<file path="config.mk">
export PLATFORM = sky130hd
export DESIGN_NAME = rr_grant_arbiter
export DESIGN_NICKNAME = d
export VERILOG_FILES = /design/src/rtl/rr_grant_arbiter.sv
export SDC_FILE = /design/constraint.sdc
export NUM_CORES = 1
export LEC_CHECK = 0
export BUFFER_PORTS_ARGS = -buffer_cell sky130_fd_sc_hd__buf_2
export CORE_UTILIZATION = 38
export DETAILED_ROUTE_END_ITERATION = 16
export PLACE_DENSITY_LB_ADDON = 0.25
export SLEW_MARGIN = 20
export SYNTH_ARGS = -nofsm -noshare
export SYNTH_HDL_FRONTEND = slang
export SYNTH_SLANG_ARGS = --single-unit
</file>
<file path="constraint.sdc">
create_clock -name clk -period 7.8 [get_ports clk]
set_input_delay 0.78 -clock clk [delete_from_list [all_inputs] [get_ports clk]]
set_output_delay 0.78 -clock clk [all_outputs]
set_load 0.005 [all_outputs]
</file>
<file path="src/rtl/rr_grant_arbiter.sv">
// rr_grant_arbiter: registered round-robin arbiter that feeds a one-hot encoder.
//
// Samples up to N request lines and issues a registered one-hot grant with a
// valid flag. A rotating priority pointer advances only when a grant is
// accepted (grant_valid & grant_ready). On accept, a new grant can be issued
// in the same cycle, so back-to-back grants have no bubble.
//
// Ports:
//   clk          clock; all state updates on the rising edge
//   reset        synchronous, active-high reset
//   enable       permits new grants; an outstanding grant is never withdrawn
//   req_in       N-bit level-sensitive request vector
//   grant_ready  downstream accepts the current grant this cycle
//   grant_out    registered one-hot grant, zero when grant_valid=0
//   grant_valid  registered valid flag for grant_out
module rr_grant_arbiter #(
    parameter int unsigned N  = 16,
    parameter int unsigned PW = $clog2(N)
) (
    input  logic         clk,
    input  logic         reset,
    input  logic         enable,
    input  logic [N-1:0] req_in,
    input  logic         grant_ready,
    output logic [N-1:0] grant_out,
    output logic         grant_valid
);

    typedef enum logic [0:0] {StIdle, StGrant} state_e;

    state_e          state_q;
    logic [N-1:0]    grant_q;
    logic            valid_q;
    logic [PW-1:0]   ptr_q;

    logic [PW-1:0]   gidx;
    logic [PW-1:0]   ptr_next;
    logic            accept;
    logic [PW-1:0]   sel_base;
    logic [N-1:0]    sel;

    // First requester at or after base, wrapping around to index 0.
    function automatic logic [N-1:0] pick(input logic [N-1:0] req, input logic [PW-1:0] base);
        logic [N-1:0] oh;
        logic         found;
        int unsigned  idx;
        oh    = '0;
        found = 1'b0;
        for (int unsigned k = 0; k < N; k++) begin
            idx = (int'(base) + k) % N;
            if (!found && req[PW'(idx)]) begin
                oh[PW'(idx)] = 1'b1;
                found        = 1'b1;
            end
        end
        return oh;
    endfunction

    always_comb begin
        gidx = '0;
        for (int unsigned i = 0; i < N; i++) begin
            if (grant_q[i]) begin
                gidx = PW'(i);
            end
        end
        // Explicit wrap so non-power-of-two N also rotates correctly.
        ptr_next = (gidx == PW'(N - 1)) ? '0 : gidx + 1'b1;
        accept   = valid_q & grant_ready;
        // On accept the re-selection already uses the advanced pointer, which
        // puts the just-served requester at lowest priority.
        sel_base = accept ? ptr_next : ptr_q;
        sel      = pick(req_in, sel_base);
    end

    always_ff @(posedge clk) begin
        if (reset) begin
            state_q <= StIdle;
            grant_q <= '0;
            valid_q <= 1'b0;
            ptr_q   <= '0;
        end else begin
            unique case (state_q)
                StIdle: begin
                    if (enable && (req_in != '0)) begin
                        grant_q <= sel;
                        valid_q <= 1'b1;
                        state_q <= StGrant;
                    end
                end
                StGrant: begin
                    // Hold the grant until it is accepted.
                    if (grant_ready) begin
                        ptr_q <= ptr_next;
                        if (enable && (req_in != '0)) begin
                            grant_q <= sel;
                            valid_q <= 1'b1;
                        end else begin
                            grant_q <= '0;
                            valid_q <= 1'b0;
                            state_q <= StIdle;
                        end
                    end
                end
                default: begin
                    state_q <= StIdle;
                    grant_q <= '0;
                    valid_q <= 1'b0;
                end
            endcase
        end
    end

    assign grant_out   = grant_q;
    assign grant_valid = valid_q;

    a_grant_onehot: assert property (@(posedge clk) disable iff (reset)
        grant_valid ? $onehot(grant_out) : (grant_out == '0));

endmodule

</file>
==> results of run 1 <==
cell type report:
| cell class | count | area, sq um |
|---|---|---|
| timing repair buffer | 60 | 360 |
| multi-input combinational | 725 | 4990 |
| tap | 184 | 230 |
| inverter | 23 | 91.3 |
| sequential | 22 | 440 |
| clock buffer | 4 | 88.8 |
| fill | 1550 | 8550 |
placed cells by master, fill, tap and decap left out, drive strengths merged, types with 7 or more instances in the layout:
cell,synthesis,routed
a2111oi,7,7
a211oi,23,23
a21o,12,12
a21oi,53,53
a221o,12,12
a221oi,15,15
a22o,8,8
a22oi,9,9
a311oi,7,7
a31o,8,8
a31oi,19,19
a32oi,14,14
and2,11,11
and3,17,17
buf,20,60
dfxtp,22,22
ha,18,18
inv,21,21
mux2,13,13
mux2i,18,18
nand2,93,93
nand2b,14,14
nand3,42,42
nand4,16,16
nor2,66,66
nor3,31,31
nor4,21,21
o21ai,31,31
o221ai,9,9
o22ai,10,10
o31a,8,8
o31ai,15,15
or3,8,8
cell families (layout without fill, tap and decap cells):
group,after synthesis,in the layout
compound gates,316,316
simple gates,355,355
flops,22,22
buf+inv,94,87
xor+xnor,5,5
mux,31,31
fa+ha+maj,18,18
metrics by stage:
| step | instance area, sq um | util [%] |
|---|---|---|
| after floorplan | 5830 | - |
| after CTS | 6210 | 42.1 |
| after global routing | 6210 | 42.1 |
| final | 6210 | 42.1 |
| after detailed placement | 6120 | 41.5 |
| after global placement | 6120 | 41.5 |
path summary, 6_finish.rpt:
| path | startpoint | endpoint | slack, ns | cells past startpoint |
|---|---|---|---|---|
| setup / recovery | grant_out[5] | grant_out[1] | 0.27 | 20 |
| hold / removal | ptr_q[1] | ptr_q[1] | 0.48 | 2 |
| setup reg to reg | grant_out[5] | grant_out[1] | 0.27 | 20 |
| hold reg to reg | ptr_q[1] | ptr_q[1] | 0.48 | 2 |
where the power goes:
part | internal [W] | total, W | switching (W)
Combinational | 0.000744 | 0.00233 | 0.00159
Clock | 0.0000786 | 0.000127 | 0.0000484
Sequential | 0.000131 | 0.000168 | 0.0000367
Total | 0.000954 | 0.00262 | 0.00167
state kept, by name, summed over array words and instances, names as in the netlist:
name and flops:
state_q 1, ptr_q 4, grant_valid 1, grant_out 16
routing by layer:
layer | routed length (microns) | part of all wire, % | up-vias | GRT usage (%)
met5 | 0 | 0 | - | 0
met4 | 1040 | 3.9 | 0 | 13.2
met3 | 3430 | 13 | 115 | 5.65
met2 | 11300 | 42 | 658 | 49.4
met1 | 11100 | 41 | 3546 | 46.7
li1 | - | - | 3317 | -
Yosys cell counts (all sizes together), types with 10 or more instances:
master	number	area, sq um
nand2	93	349
nor2	66	268
a21oi	53	277
clkbuf	51	191
nand3	42	210
nor3	31	165
o21ai	31	163
a211oi	23	218
dfxtp	22	440
inv	21	78.8
nor4	21	178
buf	20	115
a31oi	19	134
ha	18	225
mux2i	18	184
and3	17	106
nand4	16	100
a221oi	15	138
o31ai	15	145
a32oi	14	123
nand2b	14	87.6
mux2	13	150
a21o	12	90.1
a221o	12	120
and2	11	71.3
o22ai	10	62.6
tightest hold or removal path: stages, from the launching register on:
cell and delay (ns):
sky130_fd_sc_hd__dfxtp_1 0.33, sky130_fd_sc_hd__nand2_1 0.06, sky130_fd_sc_hd__a21oi_1 0.05
==> impl_summary.log, run 1 <==
INFO  metric detail_route.first_pass.iterations = 6
INFO  metric post_synthesis_share_of_cell_area_spent_on_and_or_nand_and_nor_gates = 32.4%
INFO  metric row_count = 44
INFO  metric synth-main-ff-cell = sky130_fd_sc_hd__dfxtp_1
INFO  metric numPlacedInstances = 1014
INFO  metric final-setup-viol-count = 0
INFO  metric relSlewSlack = 27.1%
INFO  metric ys_types = 103
INFO  metric clkSlewWorstSetupHoldPaths = 0.07 ns
INFO  metric detail_route.iter0.violations = 1566
INFO  metric grt_pass1_vias = 6661
INFO  metric nets = 873
INFO  metric h-tree-depth = 1
INFO  metric hp-class = register to register
INFO  metric critical_path_class = register to register
INFO  metric critical_path.startpoint_type = register
INFO  metric initial_utilization = 39.5%
INFO  metric endpoint_kind = register
INFO  metric post_cts_resize_count = 0
INFO  metric cts_setup_buffers = 0
INFO  metric postCtsHoldBufs = 0
INFO  metric synth_warnings = 0
INFO  metric io-pin-count = 37
INFO  metric number_of_buffers_added_by_the_clock_tree_synthesis_step = 3
INFO  metric worst-path-buf-inv = 1
INFO  metric timing_max_transition_violations_final = 0
INFO  metric postRouteAntennaNets = 0
INFO  metric routed-via-count = 7636
INFO  metric tritoncts_clock_tree = built
INFO  metric power.density = 423 nW/um^2
INFO  metric final_cells = 1018
INFO  metric wl_per_cell = 26.4 microns
INFO  metric path_delay_family = compound AO/OA/AOI/OAI gates
INFO  metric clock-sinks = 22
INFO  metric area_growth_syn_to_layout = 6.46%
INFO  metric drt_wl_total = 26900 microns
INFO  metric place_congestion = 1.07
INFO  metric setup_slack = 0.269 ns
INFO  metric final-hold-violation-count = 0
INFO  metric synth-async-reset-ratio = 0%
INFO  metric tightest_slew = 1.09 ns
INFO  metric pre_cts_ws = 0.671 ns
INFO  metric maximum_number_of_pins_on_one_net_before_global_route_repair = 35
INFO  metric post_route_cells_drive_above_1_share = 16.5%
INFO  metric remaining_drc_errors = 0
INFO  metric yosys-mux-area-fraction = 5.73%
INFO  metric endpoint_required_time_on_the_critical_path = 7.91 ns
INFO  metric postSynthNetCount = 879
INFO  metric fin_hold_ws = 0.483 ns
INFO  metric p_total = 0.00262 W
INFO  metric cap_violations = 0
INFO  metric clock_tree_root_driver_cell = sky130_fd_sc_hd__clkbuf_16
INFO  metric ys_seq_area_share = 7.56%
INFO  metric worst_path_max_delay_cell = sky130_fd_sc_hd__ha_1
INFO  metric final.setup.tns = 0 ns
INFO  metric post_drt_via_cell_ratio = 7.50
INFO  metric synth.avg_cell_area = 6.93 sq um
INFO  metric fmax = 133 MHz
INFO  metric rsz_0062_raised_after_global_routing = false
INFO  metric dieWidth = 126 microns
INFO  metric crit_path_max_fanout = 20
INFO  metric synth_xor_xnor_area_share = 0.880%
INFO  metric number_of_enable_type_register_cells_in_the_synthesized_netlist = 0
INFO  metric die-height = 126 microns
INFO  metric largest_buffer_count_on_any_clock_path = 2
INFO  metric insertion_delay = 0.27 ns
INFO  metric synth-adder-area-share = 3.86%
INFO  metric synth_area = 5830 sq um
INFO  metric power_leakage = 2.16 nW
INFO  metric antenna_cells_inserted = 0
INFO  metric max_stage_delay_on_crit_path = 0.81 ns
INFO  metric final.period_utilization = 96.5%
INFO  metric vdd_drop_max = 0.219 mV
INFO  metric antenna_found_initial = 0
INFO  metric synth_top_family_by_area = compound AO/OA/AOI/OAI gates
INFO  metric final_critical_delay_including_setup_and_external_delays = 7.53 ns
INFO  metric dieArea = 15800 sq um
INFO  metric path_cells = inv_1 > a221o_1 > a21oi_1 > a21oi_1 > o21bai_1 > ha_1 > o211ai_2 > a21oi_4 > nor2_4 > ha_1 > o31ai_1 > o22ai_1 > or3_1 > o32ai_2 > o31ai_4 > and4bb_2 > or2_1 > a21o_1 > a2111oi_0 > o22ai_1
INFO  metric area_of_the_core_region = 14800 sq um
INFO  metric yosys_register_bits = 22
INFO  metric grt_overflow = 0
INFO  metric syn_inst = 841
INFO  metric grt.total_usage = 33.0%
INFO  metric synth_compound_area_share = 42.7%
INFO  metric buffer_ports.inserted = 36
INFO  metric skew = 0.00438 ns
INFO  metric outcome = finished, final reports clean
INFO  metric critical_path_arrival = 7.64 ns
INFO  metric detailed_place_hpwl = 19800 microns
INFO  metric grt_first_pass_wirelength = 40900 microns
Note: power is estimated with default switching activity, not from simulation.
==> run 2: changes to the inputs <==
- ABC_AREA: default -> 1
- MAX_ROUTING_LAYER: default -> met4
==> run 2 against run 1 <==
Routed wire length is 3.4% higher; die area shrank 3.3%; combinational power down 66%; highest routed layer unchanged; count of clock-buffer cells in the layout stayed put.
==> impl_summary.log, run 2 <==
INFO  metric outcome = finished, final reports clean
INFO  metric crit_path_max_fanout = 16
INFO  metric antenna_cells_inserted = 0
INFO  metric cellInternalPower = 0.000363 W
INFO  metric insertion_delay = 0.27 ns
INFO  metric post_route_cells_drive_above_1_share = 9.61%
INFO  metric fin_hold_ws = 0.490 ns
INFO  metric launching_instance_or_port_of_the_critical_path = grant_out[4]
INFO  metric detailed_place_hpwl = 22000 microns
INFO  metric grt_overflow = 0
INFO  metric grt_pass1_vias = 7012
INFO  metric yosys_register_bits = 22
INFO  metric ys_seq_area_share = 7.82%
INFO  metric clock_tree_root_driver_cell = sky130_fd_sc_hd__clkbuf_16
INFO  metric layout_commonest_cell = sky130_fd_sc_hd__nand2_1
INFO  metric power_leakage = 2.83 nW
INFO  metric ff_latch_area = 440 sq um
INFO  metric cap_violations = 0
INFO  metric place_congestion = 1.12
INFO  metric antenna_found_initial = 0
INFO  metric p_total = 0.00104 W
INFO  metric area_fraction_of_the_dominant_cell_type_after_synthesis = 19.6%
INFO  metric number_of_buffers_added_by_the_clock_tree_synthesis_step = 3
INFO  metric synthDominantAreaCellType = sky130_fd_sc_hd__nand2_1
INFO  metric postCtsHoldBufs = 0
INFO  metric synth-async-reset-ratio = 0%
INFO  metric area_of_the_multi_input_gates = 4430 sq um
INFO  metric final-hold-violation-count = 0
INFO  metric syn_inst = 1099
INFO  metric power.density = 174 nW/um^2
INFO  metric largest_register_ffs = 16
INFO  metric highest_count_cells_in_the_layout_ignoring_fill_and_taps = 294 x sky130_fd_sc_hd__nand2_1, 217 x sky130_fd_sc_hd__nor2_1, 172 x sky130_fd_sc_hd__nand3_1, 130 x sky130_fd_sc_hd__inv_1, 75 x sky130_fd_sc_hd__nand4_1
INFO  metric dieWidth = 124 microns
INFO  metric final.setup.tns = 0 ns
INFO  metric worst_path_max_delay_cell = sky130_fd_sc_hd__ha_1
INFO  metric critical_path_class = register to register
INFO  metric rsz_0062_raised_after_global_routing = false
INFO  metric nets = 1142
INFO  metric vdd_drop_max = 0.122 mV
INFO  metric detail_route.iter0.violations = 1136
INFO  metric synth.avg_cell_area = 5.13 sq um
INFO  metric die-height = 124 microns
INFO  metric area_of_the_core_region = 14500 sq um
INFO  metric endpoint_required_time_on_the_critical_path = 8.00 ns
INFO  metric routed-via-count = 7625
INFO  metric relSlewSlack = 33.9%
INFO  metric critical_path.most_common_cell = sky130_fd_sc_hd__nand2_1
INFO  metric area_growth_syn_to_layout = 6.04%
INFO  metric clkPwrFrac = 12.0%
INFO  metric synth-main-ff-cell = sky130_fd_sc_hd__dfxtp_1
INFO  metric final_critical_delay_including_setup_and_external_delays = 6.21 ns
INFO  metric wl_per_cell = 21.6 microns
INFO  metric max_stage_delay_on_crit_path = 0.51 ns
INFO  metric remaining_drc_errors = 0
INFO  metric detail_route.first_pass.iterations = 7
INFO  metric io-pin-count = 37
INFO  metric post_synth_main_area_contributors = sky130_fd_sc_hd__nand2_1 20%, sky130_fd_sc_hd__nand3_1 15%, sky130_fd_sc_hd__nor2_1 15%
INFO  metric hp-class = register to register
INFO  metric final.fill_count = 1689
INFO  metric clkSlewWorstSetupHoldPaths = 0.07 ns
INFO  metric yosys-top-cells-count = 294 x sky130_fd_sc_hd__nand2_1, 218 x sky130_fd_sc_hd__nor2_1, 172 x sky130_fd_sc_hd__nand3_1, 130 x sky130_fd_sc_hd__inv_1, 75 x sky130_fd_sc_hd__nand4_1
INFO  metric final-setup-viol-count = 0
INFO  metric endpoint_kind = register
INFO  metric timing_max_transition_violations_final = 0
INFO  metric postSynthNetCount = 1137
INFO  metric critical_path_arrival = 6.41 ns
INFO  metric post_cts_resize_count = 0
INFO  metric grt.total_usage = 37.8%
INFO  metric h-tree-depth = 1
INFO  metric number_of_enable_type_register_cells_in_the_synthesized_netlist = 0
INFO  metric buffer_ports.inserted = 36
INFO  metric tritoncts_clock_tree = built
INFO  metric tightest_slew = 0.979 ns
INFO  metric largest_buffer_count_on_any_clock_path = 2
INFO  metric synth_area = 5630 sq um
INFO  metric ys_types = 47
INFO  metric fmax = 161 MHz
INFO  metric p_seq_share = 11.9%
INFO  metric critical_path.startpoint_type = register
INFO  metric cts_setup_buffers = 0
INFO  metric maximum_number_of_pins_on_one_net_before_global_route_repair = 43
INFO  metric synth_warnings = 0
INFO  metric grt_first_pass_wirelength = 41200 microns
INFO  metric r2r-start = grant_out[4]
INFO  metric power_frac_comb = 76.0%
INFO  metric postRouteAntennaNets = 0
INFO  metric power_switching_share = 65.0%
INFO  metric row_count = 44
INFO  metric most_used_standard_cell_by_instance_count_after_synthesis = sky130_fd_sc_hd__nand2_1
INFO  metric final.period_utilization = 79.6%
INFO  metric clock-sinks = 22
INFO  metric dieArea = 15300 sq um
INFO  metric switchingPower = 0.000675 W
INFO  metric skew = 0.00976 ns
INFO  metric timing.hold.worst.start = ptr_q[1]
INFO  metric post_drt_via_cell_ratio = 5.92
INFO  metric drt_wl_total = 27800 microns
INFO  metric initial_utilization = 38.9%
-- run 2: changes by cell type in the layout (fill, tap and decap cells not counted), moves of 17 or more --
cell and change:
sky130_fd_sc_hd__a21oi_1 -31, sky130_fd_sc_hd__nand4_1 +59, sky130_fd_sc_hd__nor3_1 -18, sky130_fd_sc_hd__nand3_1 +130, sky130_fd_sc_hd__mux2i_1 -17, sky130_fd_sc_hd__inv_1 +111, sky130_fd_sc_hd__nand2_1 +201, sky130_fd_sc_hd__and3_1 -17
sky130_fd_sc_hd__nor2_1 +155, sky130_fd_sc_hd__a211oi_1 -17
-- run 2: final timing paths --
path,endpoint,slack [ns],cells after the start
hold reg to reg,ptr_q[1],0.49,2
setup / recovery,grant_out[6],1.59,36
hold / removal,ptr_q[1],0.49,2
setup reg to reg,grant_out[6],1.59,36
-- run 2: worst max-delay path, delay by kind of cell (launching register included) --
| kind | cells | cell delay [ns] |
|---|---|---|
| AND/OR/NAND/NOR | 26 | 3.13 |
| buffers and inverters | 5 | 1.03 |
| adder cells (fa/ha/maj) | 2 | 0.82 |
| flip-flops | 1 | 0.46 |
| XOR/XNOR | 1 | 0.38 |
| AO/OA/AOI/OAI | 2 | 0.30 |
-- run 2: per-layer routing --
metal,global-route usage [%],vias to the layer above,part of all wire [%]
met5,-,-,0
met4,19.7,0,6.3
met3,4.90,117,8.5
met2,59.5,460,44
met1,47.0,3467,41
li1,-,3581,-
-- run 2: cell type report --
| type | instances | area share, % |
|---|---|---|
| inverters | 140 | 8.88 |
| flip-flops and latches | 22 | 7.37 |
| multi-input cells | 891 | 74.1 |
| clock buffers | 4 | 1.49 |
| well taps | 184 | 3.85 |
| repair buffers | 46 | 4.27 |
-- run 2: power groups by stage --
stage | Clock [W] | Combinational [W] | Sequential [W]
4_1_cts | 0.000126 | 0.000756 | 0.000124
2_1_floorplan | 0 | 0.000519 | 0.000124
6_report | 0.000125 | 0.000788 | 0.000124
5_1_grt | 0.000132 | 0.000838 | 0.000124
3_5_place_dp | 0 | 0.000752 | 0.000126
3_3_place_gp | 0 | 0.000764 | 0.000126
-- run 2: cells by family (layout without fill, tap and decap cells) --
group,count (synthesis),count (layout),share of synthesized area [%]
AOI/OAI and AO/OA,59,59,6.82
xor gates and xnor gates,8,8,2.18
adders and majority gates,18,18,4.00
DFF,22,22,7.82
and+or+nand+nor,806,806,65.6
buffers and inverters,186,190,13.6
-- run 2: through the flow --
| step | utilization [%] | setup WS (ns) | cell area [sq um] | cells |
|---|---|---|---|---|
| 5_1_grt | 41.3 | 1.02 | 5970 | 1287 |
| 4_1_cts | 41.2 | 1.72 | 5970 | 1287 |
| 6_report | 41.3 | 1.59 | 5970 | 1287 |
| 2_1_floorplan | - | 3.07 | 5630 | 1099 |
| 3_5_place_dp | 40.6 | 1.77 | 5880 | 1283 |
| 3_3_place_gp | 40.6 | 1.76 | 5880 | 1283 |
==> run 3: changes to the inputs <==
- ABC_AREA: 1 -> 0
- clock period: 7.8 -> 5.1 ns (I/O delays scaled with it)
==> run 3 against run 2 <==
The run now ends with negative setup slack left; sequential power rose by 92%; die area rose by 3.4%; via count rose by 12%; clock skew fell by 0.0057 ns; sequential share of layout area fell by 2.4 points; cell count fell by 0.93%; non-clock buffer count rose by 271; highest routed layer unchanged.
==> impl_summary.log, run 3 (synthesized netlist as in run 1, its figures left out) <==
INFO  metric critical_path.startpoint_type = register
INFO  metric setup_slack = -0.321 ns
INFO  metric grt.total_usage = 38.9%
INFO  metric detail_route.first_pass.iterations = 8
INFO  metric ff_latch_area = 444 sq um
INFO  metric routed-via-count = 8521
INFO  metric dieWidth = 126 microns
INFO  metric final_critical_delay_including_setup_and_external_delays = 5.42 ns
INFO  metric final-hold-violation-count = 0
INFO  metric drt_wl_total = 30800 microns
INFO  metric timing_max_transition_violations_final = 0
INFO  metric routed.top_layer = met4
INFO  metric critical_path_class = register to register
INFO  metric final_area = 8990 sq um
INFO  metric cap_violations = 0
INFO  metric largest_buffer_count_on_any_clock_path = 2
INFO  metric fmax = 184 MHz
INFO  metric post_route_cells_drive_above_1_share = 45.0%
INFO  metric initial_utilization = 39.5%
INFO  metric nets = 1130
INFO  metric max_stage_delay_on_crit_path = 0.52 ns
INFO  metric outcome = finished, violations left
INFO  metric timing.hold.worst.start = ptr_q[2]
INFO  metric relSlewSlack = 41.2%
INFO  metric detail_route.iter0.violations = 1159
INFO  metric maximum_number_of_pins_on_one_net_before_global_route_repair = 27
INFO  metric skew = 0.00407 ns
INFO  metric endpoint_required_time_on_the_critical_path = 5.25 ns
INFO  metric grt_first_pass_wirelength = 46500 microns
INFO  metric highest_count_cells_in_the_layout_ignoring_fill_and_taps = 253 x sky130_fd_sc_hd__buf_4, 85 x sky130_fd_sc_hd__nand2_1, 58 x sky130_fd_sc_hd__nor2_1, 46 x sky130_fd_sc_hd__a21oi_1, 39 x sky130_fd_sc_hd__nand3_1
INFO  metric area_of_the_multi_input_gates = 5720 sq um
INFO  metric final.fill_count = 1364
INFO  metric clock-sinks = 22
INFO  metric antenna_found_initial = 0
INFO  metric worst_path_max_delay_cell = sky130_fd_sc_hd__or4b_4
INFO  metric power.density = 694 nW/um^2
INFO  metric insertion_delay = 0.26 ns
INFO  metric wl_per_cell = 24.1 microns
INFO  metric endpoint_kind = register
INFO  metric critical_path_arrival = 5.57 ns
INFO  metric routedLengthMet1 = 12500 microns
INFO  metric grt_pass1_vias = 7877
INFO  metric h-tree-depth = 1
INFO  metric pre_cts_ws = -0.673 ns
INFO  metric critical_path.most_common_cell = sky130_fd_sc_hd__buf_6
INFO  metric final.setup.tns = -3.70 ns
INFO  metric die-height = 126 microns
INFO  metric postCtsHoldBufs = 0
INFO  metric buffer_ports.inserted = 36
INFO  metric post_drt_via_cell_ratio = 6.68
INFO  metric launching_instance_or_port_of_the_critical_path = grant_out[2]
INFO  metric placedInstanceArea = 7810 sq um
INFO  metric detailed_place_hpwl = 23400 microns
INFO  metric number_of_buffers_added_by_the_clock_tree_synthesis_step = 3
INFO  metric dieArea = 15800 sq um
INFO  metric tightest_slew = 0.878 ns
INFO  metric r2r-start = grant_out[2]
INFO  metric largest_register_ffs = 16
INFO  metric met3_wirelength = 3580 microns
INFO  metric numPlacedInstances = 1224
INFO  metric crit_path_max_fanout = 6
INFO  metric vdd_drop_max = 0.529 mV
INFO  metric place_congestion = 1.09
INFO  metric final.period_utilization = 106%
INFO  metric hp-class = register to register
INFO  metric tritoncts_clock_tree = built
INFO  metric antenna_cells_inserted = 0
INFO  metric area_of_the_core_region = 14800 sq um
INFO  metric row_count = 44
INFO  metric rsz_0062_raised_after_global_routing = true
INFO  metric detailroute.wirelength.met2 = 13600 microns
INFO  metric area_growth_syn_to_layout = 54.3%
INFO  metric layout_commonest_cell = sky130_fd_sc_hd__buf_4
INFO  metric clock_tree_root_driver_cell = sky130_fd_sc_hd__clkbuf_16
INFO  metric final-setup-viol-count = 16
INFO  metric clkSlewWorstSetupHoldPaths = 0.06 ns
INFO  metric postRouteAntennaNets = 0
INFO  metric remaining_drc_errors = 0
INFO  metric power_leakage = 3.67 nW
INFO  metric final_cells = 1275
INFO  metric violations_in_the_final_reports = negative setup slack
INFO  metric io-pin-count = 37
INFO  metric grt_overflow = 0
==> run 3: changes by cell type in the layout (fill, tap and decap cells not counted), moves of 24 or more <==
| cell | previous run | this run |
|---|---|---|
| sky130_fd_sc_hd__nand2_1 | 294 | 85 |
| sky130_fd_sc_hd__nand3_1 | 172 | 39 |
| sky130_fd_sc_hd__nor2_1 | 217 | 58 |
| sky130_fd_sc_hd__buf_4 | 10 | 253 |
| sky130_fd_sc_hd__nand4_1 | 75 | 16 |
| sky130_fd_sc_hd__inv_1 | 130 | 17 |
| sky130_fd_sc_hd__a21oi_1 | 20 | 46 |
| sky130_fd_sc_hd__buf_6 | 0 | 24 |
==> run 3: final timing paths <==
path | slack [ns] | end | depth (start not counted)
worst min-delay path | 0.49 | ptr_q[2] | 2
worst max register to register | -0.32 | grant_out[5] | 26
worst min register to register | 0.49 | ptr_q[2] | 2
worst max-delay path | -0.32 | grant_out[5] | 26
==> run 3: power breakdown <==
| part | switching, W | total [W] | leakage (nW) | internal [W] |
|---|---|---|---|---|
| clock network | 0.0000717 | 0.000192 | 0.0442 | 0.000120 |
| registers | 0.0000363 | 0.000238 | 0.181 | 0.000202 |
| logic | 0.00317 | 0.00582 | 3.45 | 0.00265 |
| total | 0.00328 | 0.00625 | 3.67 | 0.00297 |
==> run 3: critical path, delay by kind of cell, from the launching register on <==
| kind | cells | cell delay [ns] |
|---|---|---|
| buffers and inverters | 6 | 0.79 |
| AOI/OAI and AO/OA | 11 | 2.20 |
| adders and majority gates | 2 | 0.43 |
| DFF | 1 | 0.32 |
| and+or+nand+nor | 7 | 1.57 |
==> run 3: what timing repair did <==
action                                  in CTS  in global routing
buffers inserted                            38                 14
endpoints found under the hold margin        0                  0
pin swaps                                   41                 33
cloned                                       0                  0
gates resized for setup                     81                 72
endpoints found under the setup margin      16                 16
==> run 3: final cells by class <==
class / count / share of cell area (%)
multi-input cells: 725 / 63.6
repair buffers: 317 / 26.9
flip-flops and latches: 22 / 4.94
well taps: 184 / 2.56
inverters: 23 / 1.04
clock buffers: 4 / 0.988
==> run 3: metal layers <==
metal	up-vias	global-route usage, %
li1	3830	-
met4	0	11.1
met3	111	8.16
met2	583	59.8
met5	-	-
met1	3997	51.2
==> run 3: metrics by stage <==
stage | hold WS, ns | total power (W) | utilization (%)
detailed placement | 0.477 | 0.00497 | 52.9
CTS | 0.487 | 0.00573 | 58.0
global placement | 0.475 | 0.00497 | 52.9
global route | 0.529 | 0.00652 | 61.0
floorplan | 0.448 | 0.00284 | -
finish | 0.487 | 0.00625 | 61.0
